`src/rtl/score_streamer_if.sv`:
```
// Stream interface between the score streamer (master) and the argmax
// comparator (slave): one requantized score per beat with first/last
// strobes, and the comparator's running winning index returned.
interface score_streamer_if #(
    parameter int BIT   = 8,
    parameter int IDX_W = 4
);
    logic signed [BIT-1:0] s_data;
    logic                  s_valid;
    logic                  s_first;
    logic                  s_last;
    logic [IDX_W-1:0]      s_idx;
    logic [IDX_W-1:0]      cmp_idx;

    modport master (
        output s_data,
        output s_valid,
        output s_first,
        output s_last,
        output s_idx,
        input  cmp_idx
    );

    modport slave (
        input  s_data,
        input  s_valid,
        input  s_first,
        input  s_last,
        input  s_idx,
        output cmp_idx
    );
endinterface

```
`src/rtl/score_streamer.sv`:
```
// score_streamer: holds the NUM_CLASS final accumulator scores, streams
// them requantized to the argmax comparator on start, then captures the
// winning class and offers it to the CPU over a valid/ack handshake.
// Optional feature macro: SCORE_STREAMER_SAT_EN
//   defined   -> requantized scores saturate to the BIT-bit signed range
//   undefined -> requantized scores wrap (low BIT bits of score >>> SHIFT)
module score_streamer #(
    parameter int NUM_CLASS = 10,
    parameter int ACC_BIT   = 20,
    parameter int BIT       = 8,
    parameter int IDX_W     = 4,
    parameter int SHIFT     = 8,
    parameter int DRAIN_CYC = 2
) (
    input  logic                      clk,
    input  logic                      rst_n,
    input  logic                      wr_en,
    input  logic [IDX_W-1:0]          wr_addr,
    input  logic signed [ACC_BIT-1:0] wr_data,
    input  logic                      start,
    score_streamer_if.master          strm,
    output logic                      busy,
    output logic                      res_valid,
    output logic [IDX_W-1:0]          result_idx,
    input  logic                      res_ack
);

    typedef enum logic [1:0] {
        ST_IDLE   = 2'd0,
        ST_STREAM = 2'd1,
        ST_DRAIN  = 2'd2
    } state_t;

    localparam int DRN_W = (DRAIN_CYC > 1) ? $clog2(DRAIN_CYC) : 1;
    localparam logic [DRN_W-1:0] DRN_LAST = DRN_W'(DRAIN_CYC - 1);
    localparam logic [IDX_W-1:0] LAST_IDX = IDX_W'(NUM_CLASS - 1);
    localparam logic [IDX_W:0]   NUM_IDX  = (IDX_W + 1)'(NUM_CLASS);

`ifdef SCORE_STREAMER_SAT_EN
    localparam logic signed [ACC_BIT-1:0] Q_MAX = ACC_BIT'((32'sd1 <<< (BIT - 1)) - 32'sd1);
    localparam logic signed [ACC_BIT-1:0] Q_MIN = ~Q_MAX;
`endif

    // Requantize one accumulator score to the streamed width.
    function automatic logic signed [BIT-1:0] requant(input logic signed [ACC_BIT-1:0] score);
`ifdef SCORE_STREAMER_SAT_EN
        logic signed [ACC_BIT-1:0] sh;
        sh = score >>> SHIFT;
        if (sh > Q_MAX) begin
            requant = Q_MAX[BIT-1:0];
        end else if (sh < Q_MIN) begin
            requant = Q_MIN[BIT-1:0];
        end else begin
            requant = sh[BIT-1:0];
        end
`else
        requant = BIT'(score >>> SHIFT);
`endif
    endfunction

    state_t                    state_r, state_nxt_s;
    logic [IDX_W-1:0]          beat_r, beat_nxt_s;
    logic [DRN_W-1:0]          drain_r, drain_nxt_s;
    logic signed [ACC_BIT-1:0] bank_r [NUM_CLASS];

    logic                      bank_we_s;
    logic signed [ACC_BIT-1:0] rd_score_s;

    logic signed [BIT-1:0]     s_data_r, s_data_nxt_s;
    logic                      s_valid_r, s_valid_nxt_s;
    logic                      s_first_r, s_first_nxt_s;
    logic                      s_last_r, s_last_nxt_s;
    logic [IDX_W-1:0]          s_idx_r, s_idx_nxt_s;
    logic                      busy_r, busy_nxt_s;
    logic                      res_valid_r, res_valid_nxt_s;
    logic [IDX_W-1:0]          result_idx_r, result_idx_nxt_s;

    // The bank is frozen while a run is in progress; out-of-range writes are dropped.
    assign bank_we_s = wr_en && !busy_r && ({1'b0, wr_addr} < NUM_IDX);

    // Score bank storage, cleared on reset.
    always_ff @(posedge clk or negedge rst_n) begin
        if (!rst_n) begin
            for (int i = 0; i < NUM_CLASS; i++) begin
                bank_r[i] <= '0;
            end
        end else if (bank_we_s) begin
            bank_r[wr_addr] <= wr_data;
        end
    end

    // State, counters and all registered outputs.
    always_ff @(posedge clk or negedge rst_n) begin
        if (!rst_n) begin
            state_r      <= ST_IDLE;
            beat_r       <= '0;
            drain_r      <= '0;
            s_data_r     <= '0;
            s_valid_r    <= 1'b0;
            s_first_r    <= 1'b0;
            s_last_r     <= 1'b0;
            s_idx_r      <= '0;
            busy_r       <= 1'b0;
            res_valid_r  <= 1'b0;
            result_idx_r <= '0;
        end else begin
            state_r      <= state_nxt_s;
            beat_r       <= beat_nxt_s;
            drain_r      <= drain_nxt_s;
            s_data_r     <= s_data_nxt_s;
            s_valid_r    <= s_valid_nxt_s;
            s_first_r    <= s_first_nxt_s;
            s_last_r     <= s_last_nxt_s;
            s_idx_r      <= s_idx_nxt_s;
            busy_r       <= busy_nxt_s;
            res_valid_r  <= res_valid_nxt_s;
            result_idx_r <= result_idx_nxt_s;
        end
    end

    // Next state plus the beat and drain counters that steer it.
    always_comb begin
        state_nxt_s = state_r;
        beat_nxt_s  = '0;
        drain_nxt_s = '0;
        case (state_r)
            ST_IDLE: begin
                if (start && !res_valid_r) begin
                    state_nxt_s = ST_STREAM;
                end else begin
                    state_nxt_s = ST_IDLE;
                end
            end
            ST_STREAM: begin
                if (beat_r == LAST_IDX) begin
                    state_nxt_s = ST_DRAIN;
                end else begin
                    state_nxt_s = ST_STREAM;
                    beat_nxt_s  = beat_r + {{(IDX_W-1){1'b0}}, 1'b1};
                end
            end
            ST_DRAIN: begin
                if (drain_r == DRN_LAST) begin
                    state_nxt_s = ST_IDLE;
                end else begin
                    state_nxt_s = ST_DRAIN;
                    drain_nxt_s = drain_r + {{(DRN_W-1){1'b0}}, 1'b1};
                end
            end
            default: begin
                state_nxt_s = ST_IDLE;
            end
        endcase
    end

    // Next values of the registered outputs; the beat about to be shown is
    // read here, with a same-cycle IDLE write forwarded so start+write streams
    // the new value.
    always_comb begin
        if ((state_r == ST_IDLE) && bank_we_s && (wr_addr == beat_nxt_s)) begin
            rd_score_s = wr_data;
        end else begin
            rd_score_s = bank_r[beat_nxt_s];
        end

        s_valid_nxt_s = (state_nxt_s == ST_STREAM);
        if (s_valid_nxt_s) begin
            s_data_nxt_s  = requant(rd_score_s);
            s_idx_nxt_s   = beat_nxt_s;
            s_first_nxt_s = (beat_nxt_s == '0);
            s_last_nxt_s  = (beat_nxt_s == LAST_IDX);
        end else begin
            s_data_nxt_s  = '0;
            s_idx_nxt_s   = '0;
            s_first_nxt_s = 1'b0;
            s_last_nxt_s  = 1'b0;
        end

        busy_nxt_s = (state_nxt_s != ST_IDLE);

        if ((state_r == ST_DRAIN) && (state_nxt_s == ST_IDLE)) begin
            res_valid_nxt_s  = 1'b1;
            result_idx_nxt_s = strm.cmp_idx;
        end else if (res_valid_r && res_ack) begin
            res_valid_nxt_s  = 1'b0;
            result_idx_nxt_s = result_idx_r;
        end else begin
            res_valid_nxt_s  = res_valid_r;
            result_idx_nxt_s = result_idx_r;
        end
    end

    assign strm.s_data  = s_data_r;
    assign strm.s_valid = s_valid_r;
    assign strm.s_first = s_first_r;
    assign strm.s_last  = s_last_r;
    assign strm.s_idx   = s_idx_r;
    assign busy         = busy_r;
    assign res_valid    = res_valid_r;
    assign result_idx   = result_idx_r;

endmodule

```
`src/flat_wrapper.sv`:
```
// flat-port wrapper written by rule: the top's interface ports become plain ports
module score_streamer_flat 
#(
    parameter int NUM_CLASS = 10,
    parameter int ACC_BIT   = 20,
    parameter int BIT       = 8,
    parameter int IDX_W     = 4,
    parameter int SHIFT     = 8,
    parameter int DRAIN_CYC = 2
)
  (clk, rst_n, wr_en, wr_addr, wr_data, start, busy, res_valid, result_idx, res_ack, strm_s_data, strm_s_valid, strm_s_first, strm_s_last, strm_s_idx, strm_cmp_idx);
  score_streamer_if #(.BIT(BIT), .IDX_W(IDX_W)) strm_i ();
  input  logic clk;
  input  logic rst_n;
  input  logic wr_en;
  input  logic [IDX_W-1:0] wr_addr;
  input  logic signed [ACC_BIT-1:0] wr_data;
  input  logic start;
  output logic busy;
  output logic res_valid;
  output logic [IDX_W-1:0] result_idx;
  input  logic res_ack;
  output wire logic [$bits(strm_i.s_data)-1:0] strm_s_data;
  output wire logic [$bits(strm_i.s_valid)-1:0] strm_s_valid;
  output wire logic [$bits(strm_i.s_first)-1:0] strm_s_first;
  output wire logic [$bits(strm_i.s_last)-1:0] strm_s_last;
  output wire logic [$bits(strm_i.s_idx)-1:0] strm_s_idx;
  input wire logic [$bits(strm_i.cmp_idx)-1:0] strm_cmp_idx;
  assign strm_s_data = strm_i.s_data;
  assign strm_s_valid = strm_i.s_valid;
  assign strm_s_first = strm_i.s_first;
  assign strm_s_last = strm_i.s_last;
  assign strm_s_idx = strm_i.s_idx;
  assign strm_i.cmp_idx = strm_cmp_idx;
  score_streamer #(.NUM_CLASS(NUM_CLASS), .ACC_BIT(ACC_BIT), .BIT(BIT), .IDX_W(IDX_W), .SHIFT(SHIFT), .DRAIN_CYC(DRAIN_CYC)) u_core (.clk(clk), .rst_n(rst_n), .wr_en(wr_en), .wr_addr(wr_addr), .wr_data(wr_data), .start(start), .strm(strm_i), .busy(busy), .res_valid(res_valid), .result_idx(result_idx), .res_ack(res_ack));
endmodule
```
`config.mk`:
```
export PLATFORM = sky130hd
export DESIGN_NAME = score_streamer_flat
export DESIGN_NICKNAME = d
export VERILOG_FILES = /design/src/rtl/score_streamer_if.sv /design/src/rtl/score_streamer.sv /design/src/flat_wrapper.sv
export SDC_FILE = /design/constraint.sdc
export NUM_CORES = 1
export LEC_CHECK = 0
export CELL_PAD_IN_SITES_DETAIL_PLACEMENT = 1
export CELL_PAD_IN_SITES_GLOBAL_PLACEMENT = 1
export CORE_UTILIZATION = 30
export CTS_CLUSTER_DIAMETER = 150
export DETAILED_ROUTE_END_ITERATION = 12
export PLACE_DENSITY = 0.58
export SLEW_MARGIN = 40
export SYNTH_ARGS = -nofsm -noshare
export SYNTH_HDL_FRONTEND = slang
export SYNTH_SLANG_ARGS = --single-unit
export TNS_END_PERCENT = 100
```
`constraint.sdc`:
```
create_clock -name clk -period 2.9 [get_ports clk]
set_input_delay 0.58 -clock clk [delete_from_list [all_inputs] [get_ports clk]]
set_output_delay 0.58 -clock clk [all_outputs]
set_load 0.02 [all_outputs]
```
== Word-level counts from Yosys, hierarchy flattened ==
Cells that the tools add are included.

* Output and inout port bits: 21
* Word-level logic and storage cells: 71
* Bits of input ports: 33
* Register bits: 228

* Equal/unequal tests: 6
* Muxes and demuxes: 21
* Order comparisons: 4
* Bitwise operators: 2
* Reductions and logical operators: 15
* $add $sub $neg: 2

{| class="wikitable"
|+ Operators by type and width
! cell !! number
|-
| $bwmux W200 || 1
|-
| $bmux W20 S4 || 1
|-
| $demux W20 S4 || 1
|-
| $mux W16 || 3
|-
| $mux W20 || 1
|-
| $mux W4 || 3
|-
| $ge A5 B5 Y1 const B || 2
|-
| $not A4 Y5 || 2
|-
| $eq A4 B4 Y1 const B || 2
|-
| $logic_and A1 B1 Y1 || 8
|-
| $mux W8 || 1
|-
| $mux W1 || 7
|-
| $pmux W2 S3 || 1
|-
| $lt A5 B1 Y1 const B || 1
|-
| $add A4 B1 Y4 const B || 1
|-
| $eq A2 B1 Y1 const B || 2
|-
| $eq A4 B4 Y1 || 1
|-
| $logic_not A2 Y1 || 2
|-
| $logic_not A4 Y1 || 1
|-
| $lt A4 B4 Y1 const B || 1
|-
| $mux W2 || 2
|-
| $reduce_bool A2 Y1 || 2
|-
| $eq A2 B2 Y1 const B || 1
|-
| $logic_not A1 Y1 || 2
|-
| $add A1 B1 Y1 const B || 1
|}

== Logic depth before layout (Yosys ltp) ==
* Depth after elaboration: 9
* Mapped depth: 10
* Mapped depth without buffers: 8

== Worst setup path after synthesis ==
Ideal clock, no wire load.

* Path type: register -> register
* Start point: reg u_core.beat_r[0]
* End point: reg u_core.s_data_r[6] (netlist: u_core.strm.s_data[6])
* Library setup time: 145 ps
* Arrival: 1853 ps
* Required time: 2755 ps
* Path buffers: 3
* Stages on the path, launching flop included: 10
* Clock period less this slack: 1999 ps
* Path slack: 901 ps
* Path through: dfrtp_1 -> ha_1 -> and3b_1 -> buf_6 -> or3_4 -> buf_6 -> a21o_1 -> buf_6 -> a21oi_2 -> a31oi_2

* Word-level cells in the longest chain between the ends: 9
* Elaborated cells between the ends (all ways): 15
* Those cells by class: 1 x add/sub; 3 x eq/ne; 9 x mux; 1 x bitwise; 1 x reduce/logical

{| class="wikitable"
|+ RTL lines
! element !! line !! RTL
|-
| from (decl) || score_streamer.sv:62 || <nowiki>logic [IDX_W-1:0] beat_r, beat_nxt_s;</nowiki>
|-
| from (signal assigned) || score_streamer.sv:108 || <nowiki>beat_r <= beat_nxt_s;</nowiki>
|-
| $add A4 B1 Y4 / $eq A4 B4 Y1 (equally long branches) || score_streamer.sv:139, score_streamer.sv:135 ||
|-
| $mux W4 || score_streamer.sv:135 || <nowiki>if (beat_r == LAST_IDX) begin</nowiki>
|-
| $mux W4 || score_streamer.sv:126 || <nowiki>case (state_r)</nowiki>
|-
| $not A4 Y5 (not written as such) || score_streamer.sv:163 || <nowiki>rd_score_s = bank_r[beat_nxt_s];</nowiki>
|-
| $bmux W20 S4 || score_streamer.sv:163 ||
|-
| $mux W16 (not written as such) (2 in a row) || score_streamer.sv:163 ||
|-
| $mux W16 || score_streamer.sv:160 || <nowiki>if ((state_r == ST_IDLE) && bank_we_s && (wr_addr == beat_nxt_s)) begin</nowiki>
|-
| $mux W8 (*) || score_streamer.sv:167 || <nowiki>if (s_valid_nxt_s) begin</nowiki>
|-
| via u_core.s_data_nxt_s[6] || score_streamer.sv:69 || <nowiki>logic signed [BIT-1:0] s_data_r, s_data_nxt_s;</nowiki>
|-
| to (signal assigned) || score_streamer.sv:110 || <nowiki>s_data_r <= s_data_nxt_s;</nowiki>
|-
| to (decl) || score_streamer.sv:69 ||
|}

The timed path passes the listed nets; every way through them passes the cells marked *. The select of a mux whose other input is x is not followed.
A chain may end at the register's enable or synchronous reset.

== Worst setup path after layout ==
* Start point: reg u_core.beat_r[0]
* End point: reg u_core.s_data_r[6] (netlist: u_core.strm.s_data[6])

* Word-level cells in the longest chain between the ends: 9
* Elaborated cells between the ends (all ways): 15
* Those cells by class: 1 x add/sub; 3 x eq/ne; 9 x mux; 1 x bitwise; 1 x reduce/logical

{| class="wikitable"
|+ RTL lines
! element !! line
|-
| $add A4 B1 Y4 / $eq A4 B4 Y1 (equally long branches) || score_streamer.sv:139, score_streamer.sv:135
|-
| $mux W4 (*) || score_streamer.sv:135
|-
| $mux W4 (*) || score_streamer.sv:126
|-
| via u_core.beat_nxt_s[2] || score_streamer.sv:62
|-
| $not A4 Y5 (not written as such) || score_streamer.sv:163
|-
| $bmux W20 S4 || score_streamer.sv:163
|-
| $mux W16 (not written as such) (2 in a row) || score_streamer.sv:163
|-
| $mux W16 (*) || score_streamer.sv:160
|-
| $mux W8 (*) || score_streamer.sv:167
|-
| via u_core.s_data_nxt_s[6] || score_streamer.sv:69
|}

Marked as above.

==> metrics.cfg <==
[global_routing]
first_global_vias = 3834
grt_max_degree = 39
overflow = 0
grt_first_pass_wirelength_um = 22700
antenna_found_initial = 0
grt_usage_pct = 17.2

[detailed_routing]
drtAntennaViolNets = 0
drtIter0Drc = 186
drc = 0
dr_total_vias = 3501
wl_per_cell_um = 20.3
wirelength_um = 13800
first_pass_iters = 4
viasPerCell = 5.16

[floorplan]
die_y_um = 132
die_w_um = 132
boundaryPins = 54
start_util_pct = 30.8
num_rows = 47
core_um2 = 16600
die-area_um2 = 17500

[sta]
setup_viol = 0
whs_ns = 0.182
finalHoldViolCount = 0
max_freq_mhz = 414
fin_skew_ns = 0.00555
fin_crit_ns = 2.42
fin_tns_setup_ns = 0
tightestPinTransition_ns = 0.871
post-route-period-util_pct = 83.3
grt_setup_unrepaired = false
relSlewSlack_pct = 41.5
slew_violations = 0

[outcome]
outcome = complete, no violations

[synthesis]
ys_seq_area_share_pct = 53.0
yosys_warnings = 0
synth_top_area_share_pct = 53.0
syn_area_um2 = 5100
synth_cell_type_count = 58
synth-edff-count = 0
syn_area_per_cell_um2 = 12.3
async_reset_ff_share_pct = 100
ys_ff_latch = 108
syn_inst = 416
synthFlopType = dfrtp_1
synthTopCellsByArea = dfrtp_1, mux2_2, nand2_1
synth_nets = 451
synth_area_leader_cell = dfrtp_1

[cts]
cts-buffers-inserted = 9
cts.clk_slew.worst_paths_ns = 0.07
cts-root-buf = clkbuf_16
cts_tree = built
cts_sinks = 108
ctsHoldBuffers = 0
htreeDepth = 3
clock_path_buffers = 2
insertion_delay_ns = 0.36
post_cts_buffers = 0
cts-resized-gates = 0

[critical_path]
slowest_delay_ns = 0.56
path_delay_family = compound AO/OA/AOI/OAI gates
path_class = reg -> reg
crit_fanout = 9
crit_path_cell_trace = ha_1 -> and2b_1 -> a21oi_1 -> nand2b_2 -> clkinv_1 -> o311ai_0 -> a31oi_2
startpoint_type = register
worst_path_max_delay_cell = o311ai_0
cp.required_ns = 3.11
path_buf_inv = 1
arrival_ns = 2.62
crit_path_end_kind = register

[final_layout]
final_area_um2 = 6030
final_nets = 491
layout_common_cells = dfrtp_1, mux2_2, clkdlybuf4s50_1, nand2_1, buf_4
fin_cells = 679
area_delta_synth_final_pct = 18.2
antenna_cells = 0
layout_commonest_cell = dfrtp_1
drive_above_1_share_pct = 30.1

[pwr]
clockPowerShare_pct = 18.5
vdd_ir_drop_max_v = 0.000369
seq_power_share_pct = 37.0
powerDensity_nw_per_um2 = 1010
intPower_mw = 3.76
total_power_mw = 6.09
p_leak_nw = 2.66
p_switching_mw = 2.33
pwr-share-comb_pct = 44.5
swShare_pct = 38.3

[place]
hpwl_um = 9610
portBuffers = 41
gp_congestion = 0.762
post-place-cells = 665
postPlaceCellArea_um2 = 5770

[flow_run]
cap_viol_max_count = 0

[worst_hold_path]
hold_class = in -> async

==> power groups by stage <==
stage,combinational (mW),clock [mW],sequential (mW)
floorplan,1.76,0,2.30
global placement,2.64,0,2.25
detailed placement,2.71,0,2.29
CTS,2.72,1.16,2.26
global route,2.94,1.22,2.32
finish,2.71,1.13,2.25
==> through the flow <==
| stage | utilization, % | setup WS (ns) |
|---|---|---|
| 3_5_place_dp | 34.8 | 0.435 |
| 2_1_floorplan | - | 0.901 |
| 3_3_place_gp | 34.8 | 0.459 |
| 6_report | 36.4 | 0.484 |
| 5_1_grt | 36.4 | 0.265 |
| 4_1_cts | 36.4 | 0.470 |
==> registers in the layout, indices dropped and copies added (netlist names), 2 cells and up <==
signal and flops:
u_core.bank_r 80, u_core.strm.s_data 8, u_core.beat_r 4, u_core.result_idx 4, u_core.strm.s_idx 4, u_core.state_r 2
==> Yosys cell counts, types with 6 or more instances <==
| cell | number |
|---|---|
| o211ai_1 | 8 |
| dfrtp_1 | 108 |
| o22ai_1 | 9 |
| nor2_1 | 7 |
| nand2_1 | 31 |
| clkbuf_1 | 17 |
| o21ai_0 | 9 |
| nand2b_1 | 6 |
| mux2i_1 | 9 |
| nand3_1 | 10 |
| mux2_2 | 91 |
| inv_1 | 9 |
| buf_2 | 8 |
==> logic make-up (layout without fill, tap and decap cells) <==
group,Yosys count,in the layout,synth area share [%]
mux,100,100,21.8
simple gates,92,92,10.1
xor+xnor,1,1,0.172
compound gates,71,71,10.5
fa+ha+maj,2,2,0.490
flops,108,108,53.0
buf+inv,42,85,3.87
==> final timing paths <==
| path | startpoint | end | cells past startpoint | slack, ns |
|---|---|---|---|---|
| worst max register to register | u_core.beat_r[0] | u_core.strm.s_data[6] | 7 | 0.48 |
| worst min register to register | u_core.drain_r | u_core.drain_r | 1 | 0.45 |
| max in group asynchronous | rst_n | u_core.bank_r[154] | 2 | 1.99 |
| min in group clk | u_core.drain_r | u_core.drain_r | 1 | 0.45 |
| worst max-delay path | u_core.beat_r[0] | u_core.strm.s_data[6] | 7 | 0.48 |
| worst min-delay path | rst_n | u_core.bank_r[115] | 1 | 0.18 |
==> routing by layer <==
| layer | vias up | wire length, um | global-route usage [%] |
|---|---|---|---|
| li1 | 1614 | - | - |
| met1 | 1803 | 6710 | 23.9 |
| met2 | 67 | 6330 | 26.5 |
| met3 | 17 | 474 | 3.30 |
| met4 | 0 | 289 | 6.77 |
| met5 | - | 0 | 0 |
==> worst reg2reg max path, stage by stage, from the launching register on <==
cell      delay, ns
dfrtp_2        0.44
ha_1           0.22
and2b_1        0.15
a21oi_1        0.26
nand2b_2       0.19
clkinv_1       0.28
o311ai_0       0.56
a31oi_2        0.17
==> area by class of cell <==
type | count | area (um^2)
clock buffer | 11 | 243
sequential | 108 | 2700
clock inverter | 3 | 15.0
fill | 1793 | 10600
inverter | 11 | 41.3
tap | 220 | 275
timing repair buffer | 60 | 551
multi-input combinational | 266 | 2200
Power figures use the tool's default switching activity.
